<file path="src/rtl/vga_sink_monitor.sv">
// Passive VGA sink: recovers pixel phase and x/y from hsync/vsync, checks sync timing, checksums frames.
// Latency: pins -> edge detect 2 clk; pixel strobe outputs registered one clk after the mid-pixel phase.
// Backpressure: none; pure observer, every input sample is consumed, outputs are strobes/levels.
module vga_sink_monitor #(
    parameter int CLK_DIV      = 4,
    parameter int H_ACTIVE     = 640,
    parameter int H_TOTAL      = 800,
    parameter int H_SYNC_START = 656,
    parameter int H_SYNC_W     = 96,
    parameter int V_ACTIVE     = 480,
    parameter int V_TOTAL      = 525,
    parameter int V_SYNC_START = 490,
    parameter int V_SYNC_W     = 2,
    parameter bit SYNC_POL     = 1'b1,
    parameter int PIX_SKEW     = 1
) (
    input  logic        clk,
    input  logic        reset_n,
    input  logic        hsync,
    input  logic        vsync,
    input  logic [11:0] rgb,
    output logic [9:0]  x,
    output logic [9:0]  y,
    output logic        pix_valid,
    output logic        de,
    output logic [11:0] pix_rgb,
    output logic        locked,
    output logic        sync_err,
    output logic [7:0]  err_cnt,
    output logic        frame_done,
    output logic [15:0] frame_sum,
    output logic [15:0] frame_cnt
);

    localparam int PW = (CLK_DIV > 1) ? $clog2(CLK_DIV) : 1;
    localparam logic [PW-1:0] PH_LAST = PW'(CLK_DIV - 1);
    localparam logic [PW-1:0] PH_STB  = PW'(CLK_DIV / 2);
    localparam logic [9:0] H_LAST = 10'(H_TOTAL - 1);
    localparam logic [9:0] HTOT   = 10'(H_TOTAL);
    localparam logic [9:0] HSS    = 10'(H_SYNC_START);
    localparam logic [9:0] HSE    = 10'((H_SYNC_START + H_SYNC_W) % H_TOTAL);
    localparam logic [9:0] V_LAST = 10'(V_TOTAL - 1);
    localparam logic [9:0] VSS    = 10'(V_SYNC_START);
    localparam logic [9:0] VSE    = 10'((V_SYNC_START + V_SYNC_W) % V_TOTAL);
    localparam logic [9:0] H_ACT  = 10'(H_ACTIVE);
    localparam logic [9:0] V_ACT  = 10'(V_ACTIVE);
    localparam logic [9:0] SKEW   = 10'(PIX_SKEW);

    typedef enum logic [1:0] {
        ST_SEARCH = 2'd0,
        ST_TRAIN  = 2'd1,
        ST_LOCKED = 2'd2
    } state_e;

    state_e          state_q;
    logic            train_bad_q;

    logic            hs_q, vs_q, hs_p_q, vs_p_q;
    logic [11:0]     rgb_q;

    logic [PW-1:0]   phase_q, phase_d, ph_fr;
    logic [9:0]      h_q, h_d, h_fr;
    logic [9:0]      v_q, v_d, v_fr;
    logic            ph_wrap, h_wrap;

    logic            hs_on, hs_was, vs_on, vs_was;
    logic            hs_lead, hs_trail, vs_lead, vs_trail;
    logic            bad_edge, viol, strobe, lock_gain, frame_end;
    logic [9:0]      x_new;

    logic [9:0]      x_q, y_q;
    logic            pix_valid_q, de_q, locked_q, sync_err_q, frame_done_q;
    logic [11:0]     pix_rgb_q;
    logic [7:0]      err_cnt_q;
    logic [15:0]     acc_q, acc_add, frame_sum_q, frame_cnt_q;

    // Capture the pins once, keep one delayed copy for edge detection.
    always_ff @(posedge clk or negedge reset_n) begin
        if (!reset_n) begin
            hs_q   <= ~SYNC_POL;
            vs_q   <= ~SYNC_POL;
            hs_p_q <= ~SYNC_POL;
            vs_p_q <= ~SYNC_POL;
            rgb_q  <= '0;
        end else begin
            hs_q   <= hsync;
            vs_q   <= vsync;
            hs_p_q <= hs_q;
            vs_p_q <= vs_q;
            rgb_q  <= rgb;
        end
    end

    assign hs_on    = (hs_q   == SYNC_POL);
    assign hs_was   = (hs_p_q == SYNC_POL);
    assign vs_on    = (vs_q   == SYNC_POL);
    assign vs_was   = (vs_p_q == SYNC_POL);
    assign hs_lead  = hs_on  & ~hs_was;
    assign hs_trail = ~hs_on &  hs_was;
    assign vs_lead  = vs_on  & ~vs_was;
    assign vs_trail = ~vs_on &  vs_was;

    // Free-running counter advance, sync reloads, and timing checks against the free-run values.
    // The checks compare what the counters would have become without the reload, so an aligned
    // source makes every reload a no-op.
    always_comb begin
        ph_wrap = (phase_q == PH_LAST);
        ph_fr   = ph_wrap ? '0 : phase_q + 1'b1;
        h_wrap  = ph_wrap && (h_q == H_LAST);
        h_fr    = h_q;
        if (ph_wrap) h_fr = (h_q == H_LAST) ? 10'd0 : h_q + 10'd1;
        v_fr    = v_q;
        if (h_wrap) v_fr = (v_q == V_LAST) ? 10'd0 : v_q + 10'd1;

        phase_d = hs_lead ? '0  : ph_fr;
        h_d     = hs_lead ? HSS : h_fr;
        v_d     = vs_lead ? VSS : v_fr;

        bad_edge = (hs_lead  && ((h_fr != HSS) || (ph_fr != '0)))
                || (hs_trail && ((h_fr != HSE) || (ph_fr != '0)))
                || (vs_lead  && ((v_fr != VSS) || (h_fr != HSS)))
                || (vs_trail &&  (v_fr != VSE));
        viol      = bad_edge && (state_q != ST_SEARCH);
        strobe    = (phase_q == PH_STB);
        lock_gain = (state_q == ST_TRAIN) && vs_lead && !train_bad_q && !viol;
        frame_end = (state_q == ST_LOCKED) && vs_lead && !viol;
        x_new     = (h_q >= SKEW) ? (h_q - SKEW) : (h_q + HTOT - SKEW);
        acc_add   = acc_q + ((pix_valid_q && de_q) ? {4'h0, pix_rgb_q} : 16'h0000);
    end

    // Pixel phase and h/v position counters.
    always_ff @(posedge clk or negedge reset_n) begin
        if (!reset_n) begin
            phase_q <= '0;
            h_q     <= '0;
            v_q     <= '0;
        end else begin
            phase_q <= phase_d;
            h_q     <= h_d;
            v_q     <= v_d;
        end
    end

    // Lock FSM with its registered status and pixel outputs.
    always_ff @(posedge clk or negedge reset_n) begin
        if (!reset_n) begin
            state_q     <= ST_SEARCH;
            train_bad_q <= 1'b0;
            locked_q    <= 1'b0;
            pix_valid_q <= 1'b0;
            de_q        <= 1'b0;
            pix_rgb_q   <= '0;
            x_q         <= '0;
            y_q         <= '0;
        end else begin
            if (strobe) begin
                x_q <= x_new;
                y_q <= v_q;
            end
            pix_valid_q <= 1'b0;
            de_q        <= 1'b0;
            case (state_q)
                ST_SEARCH: begin
                    if (vs_lead) begin
                        state_q     <= ST_TRAIN;
                        train_bad_q <= 1'b0;
                    end
                end
                ST_TRAIN: begin
                    if (viol) train_bad_q <= 1'b1;
                    if (vs_lead) begin
                        train_bad_q <= 1'b0;
                        if (lock_gain) begin
                            state_q  <= ST_LOCKED;
                            locked_q <= 1'b1;
                        end
                    end
                end
                ST_LOCKED: begin
                    if (viol) begin
                        state_q  <= ST_SEARCH;
                        locked_q <= 1'b0;
                    end else if (strobe) begin
                        pix_valid_q <= 1'b1;
                        de_q        <= (x_new < H_ACT) && (v_q < V_ACT);
                        pix_rgb_q   <= rgb_q;
                    end
                end
                default: begin
                    state_q  <= ST_SEARCH;
                    locked_q <= 1'b0;
                end
            endcase
        end
    end

    // Violation pulse and saturating error count; coincident failures count once.
    always_ff @(posedge clk or negedge reset_n) begin
        if (!reset_n) begin
            sync_err_q <= 1'b0;
            err_cnt_q  <= '0;
        end else begin
            sync_err_q <= viol;
            if (viol && (err_cnt_q != 8'hFF)) err_cnt_q <= err_cnt_q + 8'd1;
        end
    end

    // Frame checksum: cleared on lock gain so a partially observed frame never reports.
    always_ff @(posedge clk or negedge reset_n) begin
        if (!reset_n) begin
            acc_q        <= '0;
            frame_sum_q  <= '0;
            frame_cnt_q  <= '0;
            frame_done_q <= 1'b0;
        end else begin
            frame_done_q <= frame_end;
            if (lock_gain) begin
                acc_q <= '0;
            end else if (frame_end) begin
                frame_sum_q <= acc_add;
                frame_cnt_q <= frame_cnt_q + 16'd1;
                acc_q       <= '0;
            end else begin
                acc_q <= acc_add;
            end
        end
    end

    assign x          = x_q;
    assign y          = y_q;
    assign pix_valid  = pix_valid_q;
    assign de         = de_q;
    assign pix_rgb    = pix_rgb_q;
    assign locked     = locked_q;
    assign sync_err   = sync_err_q;
    assign err_cnt    = err_cnt_q;
    assign frame_done = frame_done_q;
    assign frame_sum  = frame_sum_q;
    assign frame_cnt  = frame_cnt_q;

endmodule

</file>
<file path="config.mk">
export PLATFORM = sky130hd
export DESIGN_NAME = vga_sink_monitor
export DESIGN_NICKNAME = d
export VERILOG_FILES = /design/src/rtl/vga_sink_monitor.sv
export SDC_FILE = /design/constraint.sdc
export NUM_CORES = 1
export LEC_CHECK = 0
export CAP_MARGIN = 20
export CORE_ASPECT_RATIO = 1.1
export CORE_MARGIN = 5
export CORE_UTILIZATION = 50
export DETAILED_ROUTE_END_ITERATION = 12
export PLACE_DENSITY = 0.81
export SKIP_CTS_REPAIR_TIMING = 1
export SLEW_MARGIN = 10
export SYNTH_ARGS = -nofsm -noshare
export SYNTH_HDL_FRONTEND = slang
export SYNTH_SLANG_ARGS = --single-unit
</file>
<file path="constraint.sdc">
create_clock -name clk -period 3 [get_ports clk]
set_input_delay 0.45 -clock clk [delete_from_list [all_inputs] [get_ports clk]]
set_output_delay 0.45 -clock clk [all_outputs]
set_load 0.005 [all_outputs]
</file>
==> flow_metrics.py <==
metrics = {
    "pwr": {
        "sequentialPowerShare_pct": 37.7,
        "vdd_drop_max_mv": 0.404,
        "switching_component_of_the_power_uw": 1630,
        "p_leak_uw": 0.00415,
        "power-per-cell-area_nw_per_um2": 616,
        "internal-power_uw": 4070,
        "pwr-share-clk_pct": 37.7,
        "power_switching_share_pct": 28.6,
        "comb_power_share_pct": 24.6,
    },
    "timing": {
        "hold_ws_ns": 0.427,
        "relSlewSlack_pct": 28.4,
        "worst_pin_slew_ns": 1.07,
        "slew_violations": 0,
        "final.min_clock_period_ns": 3.14,
        "report.final.setup_viol": 53,
        "finalHoldViolCount": 0,
        "skew_ns": 0.00438,
        "rsz0062_at_grt": "yes",
        "post-route-worst-setup-slack_ns": -0.139,
        "maxClockFrequency_ghz": 0.319,
        "finalSetupTns_ns": -2.64,
        "period_utilisation_layout_pct": 105,
    },
    "grt": {
        "gr-usage-all-layers_pct": 21.0,
        "via_count_of_the_first_global_routing_pass": 5384,
        "antenna_found_initial": 0,
        "grt_remaining_overflow": 0,
        "grt_pass1_wl_um": 26200,
        "grt_max_degree": 83,
    },
    "floorplan": {
        "floorplan.die.width_um": 119,
        "die-area_um2": 15600,
        "core-area_um2": 13000,
        "floorplan.initialDensity_pct": 50.5,
        "rows": 44,
        "die_height_um": 130,
        "pin_count": 93,
    },
    "cts": {
        "cts_num_sinks": 134,
        "reg_clk_slew_reported_paths_ns": 0.06,
        "clk_root_buffer_cell": "clkbuf_16",
        "cts_tree": "yes",
        "ctsHtreeMaxLevel": 4,
        "clk_latency_ns": 0.42,
        "ctsLongestPathBuffers": 2,
        "cts_made_buffers": 17,
    },
    "worst_hold_path": {
        "worst_hold_launch": "vs_on",
        "worst_hold_path_type": "register to register",
        "hold_path_end": "vs_p_q",
        "worst_hold_path_depth": 0,
    },
    "detailed_routing": {
        "detail-route-antenna-nets": 0,
        "firstDrtPassIters": 6,
        "detail_route.vias_per_cell": 5.61,
        "postRouteWirelength_um": 17500,
        "drc": 0,
        "routed-via-count": 5350,
        "drt_iter0_drc": 395,
        "wl_per_cell_um": 18.3,
    },
    "layout": {
        "n_fill_cell": 864,
        "multiInputGateArea_um2": 3240,
        "diodes_inserted": 0,
        "nets": 819,
        "fin_cells": 954,
        "syn_to_final_growth_pct": 40.4,
        "final_cell_area_um2": 9250,
        "final_core_utilization_pct": 70.9,
        "layout-drive-gt1-share_pct": 26.6,
        "regArea_um2": 3360,
    },
    "setup_path": {
        "cpMaxStageDelayCell": "or3_4",
        "setup.worst_path.start": "phase_q[1]",
        "worstSetupEndpointType": "register",
        "crit_top_cell": "buf_4",
        "worstReg2RegEnd": "err_cnt[1]",
        "start_kind": "register",
        "r2r_slack_ns": -0.14,
        "arrival_ns": 3.45,
        "cp_max_stage_delay_ns": 0.38,
        "path_class": "register to register",
        "required_ns": 3.31,
        "path_max_fanout": 8,
        "timing.rr.start": "phase_q[1]",
        "reg2regPathDepth": 13,
        "crit_chain": "ha_2 -> buf_4 -> nand3_1 -> nor2_1 -> nand3b_1 -> o311ai_0 -> a41o_1 -> o22ai_4 -> nor3_4 -> buf_4 -> buf_6 -> or3_4 -> mux2_4",
    },
    "placement": {
        "detailed_place.area_um2": 8160,
        "placed_cells": 902,
        "finalWeightedCongestion": 0.900,
        "hpwlAfterDp_um": 11100,
        "io_buffer_count": 92,
    },
    "logic_synthesis": {
        "synthesis.nets": 642,
        "async_flop_share_pct": 100,
        "average_cell_area_after_synthesis_um2": 10.9,
        "ys_seq_elements": 134,
        "synth.yosys.warnings": 0,
        "post_synth_inst_count": 603,
        "synth_seq_area_share_pct": 50.9,
        "postSynth.topFlopCell": "dfrtp_1",
        "post_synth_instance_area_um2": 6590,
        "yosys.cell_types.count": 61,
        "synth-edff-count": 0,
    },
    "run": {
        "drv_cap": 0,
    },
    "status": {
        "failed_checks": "negative setup slack",
        "outcome": "finished with violations",
    },
}
-- Yosys cell counts, drive strengths merged (4+ instances only) --
library cell | instances | area share [%]
mux2 | 29 | 5.4
xnor2 | 33 | 4.4
nand3 | 16 | 1.2
nor4 | 9 | 1.3
o21ai | 13 | 1.0
nand4 | 21 | 2.2
inv | 30 | 1.7
and3 | 28 | 2.7
and2 | 5 | 0.47
mux2i | 13 | 2.0
a31oi | 7 | 0.66
xor2 | 24 | 3.2
or3 | 4 | 0.38
dfrtp | 134 | 51
nor2 | 61 | 3.5
buf | 15 | 1.8
nor2b | 4 | 0.38
ha | 22 | 4.2
nor3 | 23 | 2.0
nand2 | 28 | 1.6
clkbuf | 12 | 0.70
a21oi | 25 | 1.9
-- flip-flops by register name, indices dropped and copies added, names as in the netlist --
register     cells
phase_q          2
hs_p_q           1
y               10
de               1
v_q             10
err_cnt          8
x               10
frame_sum       16
acc_q           16
vs_p_q           1
hs_on            1
state_q          2
vs_on            1
h_q             10
sync_err         1
pix_valid        1
frame_cnt       16
frame_done       1
locked           1
train_bad_q      1
pix_rgb         12
rgb_q           12
-- worst max-delay path by stage --
stage	endpoint	slack, ns	depth (start not counted)
2_1_floorplan	pix_rgb[10]	-0.24	15
3_3_place_gp	err_cnt[5]	-0.03	12
3_5_place_dp	err_cnt[5]	-0.15	12
4_1_cts	err_cnt[5]	-0.16	12
5_1_grt	frame_cnt[4]	-0.24	13
6_report	err_cnt[1]	-0.14	13
-- cell families (layout without fill, tap and decap cells) --
kind of cell    after synthesis  after routing  share of synthesized area [%]
compound gates               68             68                           6.55
xor+xnor                     57             57                           7.58
fa+ha+maj                    23             23                           4.48
simple gates                222            222                           18.9
mux                          42             42                           7.39
flops                       134            134                           50.9
buf+inv                      57            247                           4.25
-- worst max-delay path, delay by kind of cell, from the launching register on --
| kind | cells | cell delay [ns] |
|---|---|---|
| and+or+nand+nor | 5 | 1.00 |
| AOI/OAI and AO/OA | 3 | 0.73 |
| buffers and inverters | 3 | 0.42 |
| DFF | 1 | 0.36 |
| muxes | 1 | 0.31 |
| adders and majority gates | 1 | 0.20 |
-- metal layers --
metal  wire, um  GRT usage, %  part of all wire [%]
met1       7070          25.2                    40
met2       9080          36.8                    52
met3        752          4.99                   4.3
met4        568          8.63                   3.2
met5          0             0                     0
-- per-stage QoR --
step / power, uW / setup WS, ns
final: 5700 / -0.139
after global routing: 5970 / -0.239
after CTS: 5510 / -0.164
after detailed placement: 3370 / -0.149
after global placement: 3320 / -0.0283
after floorplan: 2710 / -0.239
-- cell usage in the layout (no fill, tap or decap), types with 5 or more instances in the layout --
cell type        Yosys  routed
a21oi_1             25      20
a21oi_2              0       5
a31oi_1              7       6
and2_1               5       5
and3_1              28      27
buf_12               1       5
buf_4                5      81
buf_6                3       5
clkbuf_16            0      19
clkdlybuf4s50_1      0      91
dfrtp_1            134     132
ha_1                22      19
inv_1               30      30
mux2_2              21      16
mux2_4               8      13
mux2i_1             13      11
nand2_1             28      28
nand3_1             16      15
nand4_1             20      20
nor2_1              61      56
nor3_1              21      16
o21ai_0             12       9
xnor2_1             33      31
xor2_1              24      23
-- cell type report --
type	count	area share, %
Inverter	30	1.22
Tap cell	161	2.18
Clock inverter	15	1.93
Multi-Input combinational cell	412	35.0
Clock buffer	17	4.60
Sequential cell	134	36.3
Timing Repair Buffer	185	18.8
-- power by group through the flow --
stage	combinational, uW	clock (uW)	sequential (uW)
after CTS	1200	2170	2140
after floorplan	551	0	2160
after global routing	1520	2280	2170
after global placement	1160	0	2160
final	1400	2150	2150
after detailed placement	1200	0	2170
Power figures use the tool's default switching activity.
